## config.mk

```make
export PLATFORM = sky130hd
export DESIGN_NAME = mem_port_arbiter_flat
export DESIGN_NICKNAME = d
export VERILOG_FILES = /design/src/rtl/mem_port_arbiter_if.sv /design/src/rtl/mem_port_arbiter.sv /design/src/flat_wrapper.sv
export SDC_FILE = /design/constraint.sdc
export NUM_CORES = 1
export LEC_CHECK = 0
export BUFFER_PORTS_ARGS = -buffer_cell sky130_fd_sc_hd__buf_2
export CAP_MARGIN = 30
export CORE_AREA = 2 2 135 137
export CTS_CLUSTER_SIZE = 14
export DETAILED_ROUTE_END_ITERATION = 12
export DIE_AREA = 0 0 137 139
export GPL_TIMING_DRIVEN = 0
export SETUP_SLACK_MARGIN = 0.4
export SKIP_CTS_REPAIR_TIMING = 1
export SLEW_MARGIN = 30
export SYNTH_ARGS = -nofsm -noshare
export SYNTH_HDL_FRONTEND = slang
export SYNTH_SLANG_ARGS = --single-unit
```

## constraint.sdc

```tcl
create_clock -name clk -period 3.57 [get_ports clk]
set_clock_uncertainty 0.2 [all_clocks]
set_input_delay 0.357 -clock clk [delete_from_list [all_inputs] [get_ports clk]]
set_output_delay 0.357 -clock clk [all_outputs]
set_load 0.03 [all_outputs]
```

## src/rtl/mem_port_arbiter_if.sv

```systemverilog
// Requester and memory-side signals of the three-port memory arbiter.
// Requesters hold req (level) until done; gnt marks acceptance, done marks completion.
interface mem_port_arbiter_if #(
    parameter int ADDR_W = 32,
    parameter int DATA_W = 32
);
    logic [2:0]          req;
    logic [2:0]          wr;
    logic [3*ADDR_W-1:0] addr;
    logic [3*DATA_W-1:0] wdata;
    logic [2:0]          gnt;
    logic [2:0]          done;
    logic [DATA_W-1:0]   rdata;
    logic                busy;
    logic [ADDR_W-1:0]   mem_addr;
    logic [DATA_W-1:0]   mem_wdata;
    logic                mem_nrd;
    logic                mem_nwr;
    logic [DATA_W-1:0]   mem_rdata;

    modport slave (
        input  req, wr, addr, wdata, mem_rdata,
        output gnt, done, rdata, busy, mem_addr, mem_wdata, mem_nrd, mem_nwr
    );

    modport master (
        output req, wr, addr, wdata, mem_rdata,
        input  gnt, done, rdata, busy, mem_addr, mem_wdata, mem_nrd, mem_nwr
    );
endinterface

```

## src/rtl/mem_port_arbiter.sv

```systemverilog
// Fixed-priority (DBG > LS > IF) arbiter for one single-port memory, with an IF
// starvation guard and programmable wait states per access.
module mem_port_arbiter #(
    parameter int ADDR_W       = 32,
    parameter int DATA_W       = 32,
    parameter int WAIT_STATES  = 1,
    parameter int STARVE_LIMIT = 4,
    localparam int SW          = $clog2(STARVE_LIMIT + 1)
) (
    input  logic                 clk,
    input  logic                 rst_n,
    mem_port_arbiter_if.slave    bus,
    output logic [1:0]           dbg_state,
    output logic [SW-1:0]        dbg_starve_cnt
);

    typedef enum logic [1:0] {
        IDLE   = 2'd0,
        ACCESS = 2'd1,
        RESP   = 2'd2
    } state_t;

    state_t              state;
    logic [1:0]          owner;
    logic                own_wr;
    logic [3:0]          wcnt;
    logic [SW-1:0]       starve_cnt;

    logic [1:0]          win;
    logic [ADDR_W-1:0]   win_addr;
    logic [DATA_W-1:0]   win_wdata;

    // IF is promoted over DBG/LS once it has been passed over STARVE_LIMIT times.
    always_comb begin
        if (bus.req[0] && starve_cnt == SW'(STARVE_LIMIT)) win = 2'd0;
        else if (bus.req[2])                               win = 2'd2;
        else if (bus.req[1])                               win = 2'd1;
        else                                               win = 2'd0;
    end

    always_comb begin
        win_addr  = bus.addr[0 +: ADDR_W];
        win_wdata = bus.wdata[0 +: DATA_W];
        case (win)
            2'd1: begin
                win_addr  = bus.addr[ADDR_W +: ADDR_W];
                win_wdata = bus.wdata[DATA_W +: DATA_W];
            end
            2'd2: begin
                win_addr  = bus.addr[2*ADDR_W +: ADDR_W];
                win_wdata = bus.wdata[2*DATA_W +: DATA_W];
            end
            default: ;
        endcase
    end

    always_ff @(posedge clk or negedge rst_n) begin
        if (!rst_n) begin
            state         <= IDLE;
            owner         <= 2'd0;
            own_wr        <= 1'b0;
            wcnt          <= 4'd0;
            starve_cnt    <= '0;
            bus.gnt       <= 3'b000;
            bus.done      <= 3'b000;
            bus.busy      <= 1'b0;
            bus.rdata     <= '0;
            bus.mem_addr  <= '0;
            bus.mem_wdata <= '0;
            bus.mem_nrd   <= 1'b1;
            bus.mem_nwr   <= 1'b1;
        end else begin
            bus.gnt  <= 3'b000;
            bus.done <= 3'b000;
            case (state)
                IDLE: begin
                    if (|bus.req) begin
                        owner         <= win;
                        own_wr        <= bus.wr[win];
                        bus.mem_addr  <= win_addr;
                        bus.mem_wdata <= win_wdata;
                        bus.mem_nrd   <= bus.wr[win];
                        bus.mem_nwr   <= ~bus.wr[win];
                        bus.gnt       <= 3'b001 << win;
                        bus.busy      <= 1'b1;
                        wcnt          <= 4'(WAIT_STATES);
                        state         <= ACCESS;
                        if (win == 2'd0 || !bus.req[0])
                            starve_cnt <= '0;
                        else if (starve_cnt != SW'(STARVE_LIMIT))
                            starve_cnt <= starve_cnt + 1'b1;
                    end
                end
                ACCESS: begin
                    if (wcnt != 4'd0) begin
                        wcnt <= wcnt - 1'b1;
                    end else begin
                        if (!own_wr) bus.rdata <= bus.mem_rdata;
                        bus.mem_nrd <= 1'b1;
                        bus.mem_nwr <= 1'b1;
                        bus.done    <= 3'b001 << owner;
                        state       <= RESP;
                    end
                end
                RESP: begin
                    bus.busy <= 1'b0;
                    state    <= IDLE;
                end
                default: state <= IDLE;
            endcase
        end
    end

    assign dbg_state      = state;
    assign dbg_starve_cnt = starve_cnt;

endmodule

```

## src/flat_wrapper.sv

```systemverilog
// flat-port wrapper written by rule: the top's interface ports become plain ports
module mem_port_arbiter_flat 
#(
    parameter int ADDR_W       = 32,
    parameter int DATA_W       = 32,
    parameter int WAIT_STATES  = 1,
    parameter int STARVE_LIMIT = 4,
    localparam int SW          = $clog2(STARVE_LIMIT + 1)
)
  (clk, rst_n, dbg_state, dbg_starve_cnt, bus_req, bus_wr, bus_addr, bus_wdata, bus_mem_rdata, bus_gnt, bus_done, bus_rdata, bus_busy, bus_mem_addr, bus_mem_wdata, bus_mem_nrd, bus_mem_nwr);
  mem_port_arbiter_if #(.ADDR_W(ADDR_W), .DATA_W(DATA_W)) bus_i ();
  input  logic clk;
  input  logic rst_n;
  output logic [1:0] dbg_state;
  output logic [SW-1:0] dbg_starve_cnt;
  input wire logic [$bits(bus_i.req)-1:0] bus_req;
  input wire logic [$bits(bus_i.wr)-1:0] bus_wr;
  input wire logic [$bits(bus_i.addr)-1:0] bus_addr;
  input wire logic [$bits(bus_i.wdata)-1:0] bus_wdata;
  input wire logic [$bits(bus_i.mem_rdata)-1:0] bus_mem_rdata;
  output wire logic [$bits(bus_i.gnt)-1:0] bus_gnt;
  output wire logic [$bits(bus_i.done)-1:0] bus_done;
  output wire logic [$bits(bus_i.rdata)-1:0] bus_rdata;
  output wire logic [$bits(bus_i.busy)-1:0] bus_busy;
  output wire logic [$bits(bus_i.mem_addr)-1:0] bus_mem_addr;
  output wire logic [$bits(bus_i.mem_wdata)-1:0] bus_mem_wdata;
  output wire logic [$bits(bus_i.mem_nrd)-1:0] bus_mem_nrd;
  output wire logic [$bits(bus_i.mem_nwr)-1:0] bus_mem_nwr;
  assign bus_i.req = bus_req;
  assign bus_i.wr = bus_wr;
  assign bus_i.addr = bus_addr;
  assign bus_i.wdata = bus_wdata;
  assign bus_i.mem_rdata = bus_mem_rdata;
  assign bus_gnt = bus_i.gnt;
  assign bus_done = bus_i.done;
  assign bus_rdata = bus_i.rdata;
  assign bus_busy = bus_i.busy;
  assign bus_mem_addr = bus_i.mem_addr;
  assign bus_mem_wdata = bus_i.mem_wdata;
  assign bus_mem_nrd = bus_i.mem_nrd;
  assign bus_mem_nwr = bus_i.mem_nwr;
  mem_port_arbiter #(.ADDR_W(ADDR_W), .DATA_W(DATA_W), .WAIT_STATES(WAIT_STATES), .STARVE_LIMIT(STARVE_LIMIT)) u_core (.clk(clk), .rst_n(rst_n), .bus(bus_i), .dbg_state(dbg_state), .dbg_starve_cnt(dbg_starve_cnt));
endmodule
```

==> key figures <==
Die
  – IO Count: ~340
  – Die Y-Extent: around 140 µm
  – Core box area: 0.0177 mm²
  – Full die area: 0.0190 mm²
  – Initial Utilization: 0.326
  – Chip width: approximately 140 µm
  – Num rows: between 40 and 50

Synth
  – YS warnings: 0
  – Syn Nets: 760
  – FFs w/ async S/R, synth: 1.00
  – Yosys reg bits: between 100 and 150
  – Post-synth top flop: dfrtp_1
  – Yosys top cell by area: dfrtp_1
  – Post-synth EDFFs: 0
  – Synth cell types: 40
  – Synth Instances: approximately 520
  – Post-Syn Area per Cell: 11.0 µm²
  – Seq/Total Area, Yosys: 0.509
  – Synthesized area: roughly 0.0058 mm²
  – Synth area leaders: dfrtp_1 50%, mux2_2 19%, a22oi_1 8.3%, o21ai_0 6.3%, nand2_1 4.6%
  – Post-synth top area share: 0.500

Power and ir drop
  – Logic gate share of total power: 0.480
  – LEAKAGE: 4.34 nW
  – Switch Pwr: approximately 3.2 mW
  – Switching share of power: 0.423
  – Clock power share: 0.221
  – PwrDens: slightly below 900 mW/mm²
  – P_int: around 4.4 mW
  – Peak VDD IR: around 0.00045 V
  – Reg power frac: 0.299

STA
  – Final Cycle Share: 0.829
  – Setup ws final: 0.609 ns
  – Hold Vio Cnt, Final: 0
  – Slew @ Worst Pin: 0.633 ns
  – Min Hold Slack: about 0.021 ns
  – # setup viols final: 0
  – Unrepaired setup endpoints after global routing: yes
  – Slew margin rel.: 0.577
  – Fmax: about 340 MHz
  – Max-slew violations: 0
  – Crit path time final: a little under 3 ns

Setup path
  – Reg2reg end: u_core.bus.mem_addr[4]
  – Worst R2R Path Depth: 11
  – Buf/Inv on CP: 4
  – CP Launch Type: flip-flop
  – Critical path peak fanout: 10
  – Crit-path max cell delay: about 0.41 ns
  – Crit Reg-Reg Startpoint: u_core.dbg_starve_cnt[0]
  – Required @ worst endpoint: 3.67 ns
  – Worst-path cell chain: inv_1 -> ha_1 -> nand3_1 -> and3b_1 -> ha_1 -> clkbuf_2 -> clkbuf_4 -> clkbuf_2 -> nand2_1 -> o21ai_0 -> mux2_2
  – WS Path Type: flip-flop to flip-flop
  – Slowest-stage cell, CP: dfrtp_1
  – CP Capture Type: flip-flop
  – Reg2Reg Setup Slack: roughly 0.61 ns
  – CP top delay family: buffers and inverters
  – CP arrival: between 3 and 4 ns

Min path
  – Hold path startpoint: bus_mem_rdata[8]
  – Hold depth: 2
  – Type of the worst min-delay path: input pin to flip-flop
  – Hold EP: u_core.bus.rdata[8]

Cells and area
  – Fill cells: ~1,700
  – Area grow syn2layout: 51.5%
  – Most frequent cells in the layout: 344 x buf_2, 115 x dfrtp_1, 96 x mux2_2
  – Share of cells above drive strength 1: 0.540
  – Nets: approximately 1,200
  – Final instance area: 0.00872 mm²
  – Area of the multi-input gates: ~0.0026 mm²
  – Layout Utilization: 0.494
  – Commonest non-fill, non-tap cell in the layout: buf_2
  – Inserted Diodes: 0
  – FF/Latch Area: 0.00293 mm²

Detailed routing
  – Final ANT Viol Nets: 0
  – Total Routed Length: ~20,000 µm
  – Vias per inst: between 4 and 5
  – 1st-pass router iterations: 4
  – Drt initial violations: 178
  – Routed length per instance: between 15 and 20 µm
  – DRC: 0
  – Via count: roughly 5,600

Clock tree
  – Max Root-Sink Buffers: 2
  – H-Tree Depth: 4
  – TritonCTS Sinks: ~120
  – TritonCTS clock tree: built
  – CTS clk-pin slew, worst paths: approximately 0.06 ns
  – Worst-skew pair later-pin latency: 0.40 ns
  – Root buffer cell: clkbuf_16
  – Total CTS buffers: 17

Global routing
  – GRT Total Usage: 0.201
  – Largest net degree at the start of global routing: a little over 60
  – First-pass GRT wire length: 29,500 µm
  – Total gr overflow: 0
  – Initial antenna violation count: 0
  – Vias in the first global route: between 5,000 and 6,000

Placed design
  – GPL Wtd Cong: 0.815
  – Area post-placement: between 0.007 and 0.008 mm²
  – Port Buffer Count: 341
  – Worst slack at placement: about 0.0097 ns
  – HPWL Detailed: ~15,000 µm

Status
  – Status: complete, no violations

Job
  – # Max-Cap Violations: 0
-- logic make-up (layout without fill, tap and decap cells) --
kind of cell	Yosys count	count (layout)	share of synthesized area
buf+inv	51	457	0.0413
fa+ha+maj	6	6	0.0130
simple gates	97	97	0.0770
mux	99	99	0.193
compound gates	152	152	0.166
flops	117	117	0.509
-- Yosys cell counts, drive strengths merged (2+ instances only) --
cell	instances
nor3b	4
a31oi	4
o21ai	72
buf	17
mux2i	2
and3	3
a22oi	64
dfrtp	115
nand3	3
nor2b	2
clkbuf	25
ha	6
nand2	71
dfstp	2
nor3	3
nor2	3
a21oi	4
mux2	97
inv	9
-- metrics by stage --
stage / TNS, ns / instances / power (mW)
floorplan: 0 / 522 / 4.78
global placement: 0 / 1092 / 5.89
detailed placement: 0 / 1093 / 5.96
CTS: -0.00509 / 1125 / 7.69
global route: 0 / 1157 / 8.10
finish: 0 / 1157 / 7.64
-- worst max-delay path by stage --
| stage | start | depth (start not counted) | end |
|---|---|---|---|
| global placement | u_core.dbg_starve_cnt[0] | 11 | u_core.bus.mem_wdata[15] |
| floorplan | u_core.dbg_starve_cnt[0] | 10 | u_core.bus.mem_addr[12] |
| CTS | u_core.dbg_starve_cnt[0] | 11 | u_core.bus.mem_wdata[16] |
| finish | u_core.dbg_starve_cnt[0] | 11 | u_core.bus.mem_addr[4] |
| detailed placement | u_core.dbg_starve_cnt[0] | 11 | u_core.bus.mem_wdata[16] |
| global route | u_core.dbg_starve_cnt[0] | 10 | u_core.bus.mem_addr[12] |
-- sequential cells by signal (all words and copies together) (netlist names) --
signal                 flops
u_core.bus.gnt             3
u_core.dbg_state           2
u_core.bus.busy            1
u_core.wcnt                4
u_core.bus.done            3
u_core.bus.mem_wdata      32
u_core.dbg_starve_cnt      3
u_core.bus.mem_addr       32
u_core.bus.mem_nrd         1
u_core.bus.rdata          32
u_core.bus.mem_nwr         1
u_core.own_wr              1
u_core.owner               2
-- routing by layer --
metal  up-vias  track usage  wire [µm]  part of all wire
met5         -            0          0                 0
met4         0       0.0570        247             0.013
met3        19       0.0559       1240             0.064
met2       203        0.343       9900              0.51
met1      2685        0.247       8060              0.41
li1       2699            -          -                 -
-- final cells by class --
| cell class | count | share of cell area |
|---|---|---|
| inverters | 9 | 0.00387 |
| flip-flops and latches | 117 | 0.336 |
| repair buffers | 374 | 0.237 |
| plain buffers | 42 | 0.0260 |
| clock buffers | 18 | 0.0504 |
| clock inverters | 14 | 0.0172 |
| well taps | 229 | 0.0329 |
| multi-input cells | 354 | 0.297 |
-- power groups by stage --
stage | combinational (mW) | sequential, mW | clock (mW)
global placement | 3.62 | 2.27 | 0
global route | 3.93 | 2.36 | 1.81
CTS | 3.68 | 2.28 | 1.73
finish | 3.67 | 2.28 | 1.69
detailed placement | 3.67 | 2.29 | 0
floorplan | 1.34 | 3.43 | 0
Power figures use the tool's default switching activity.
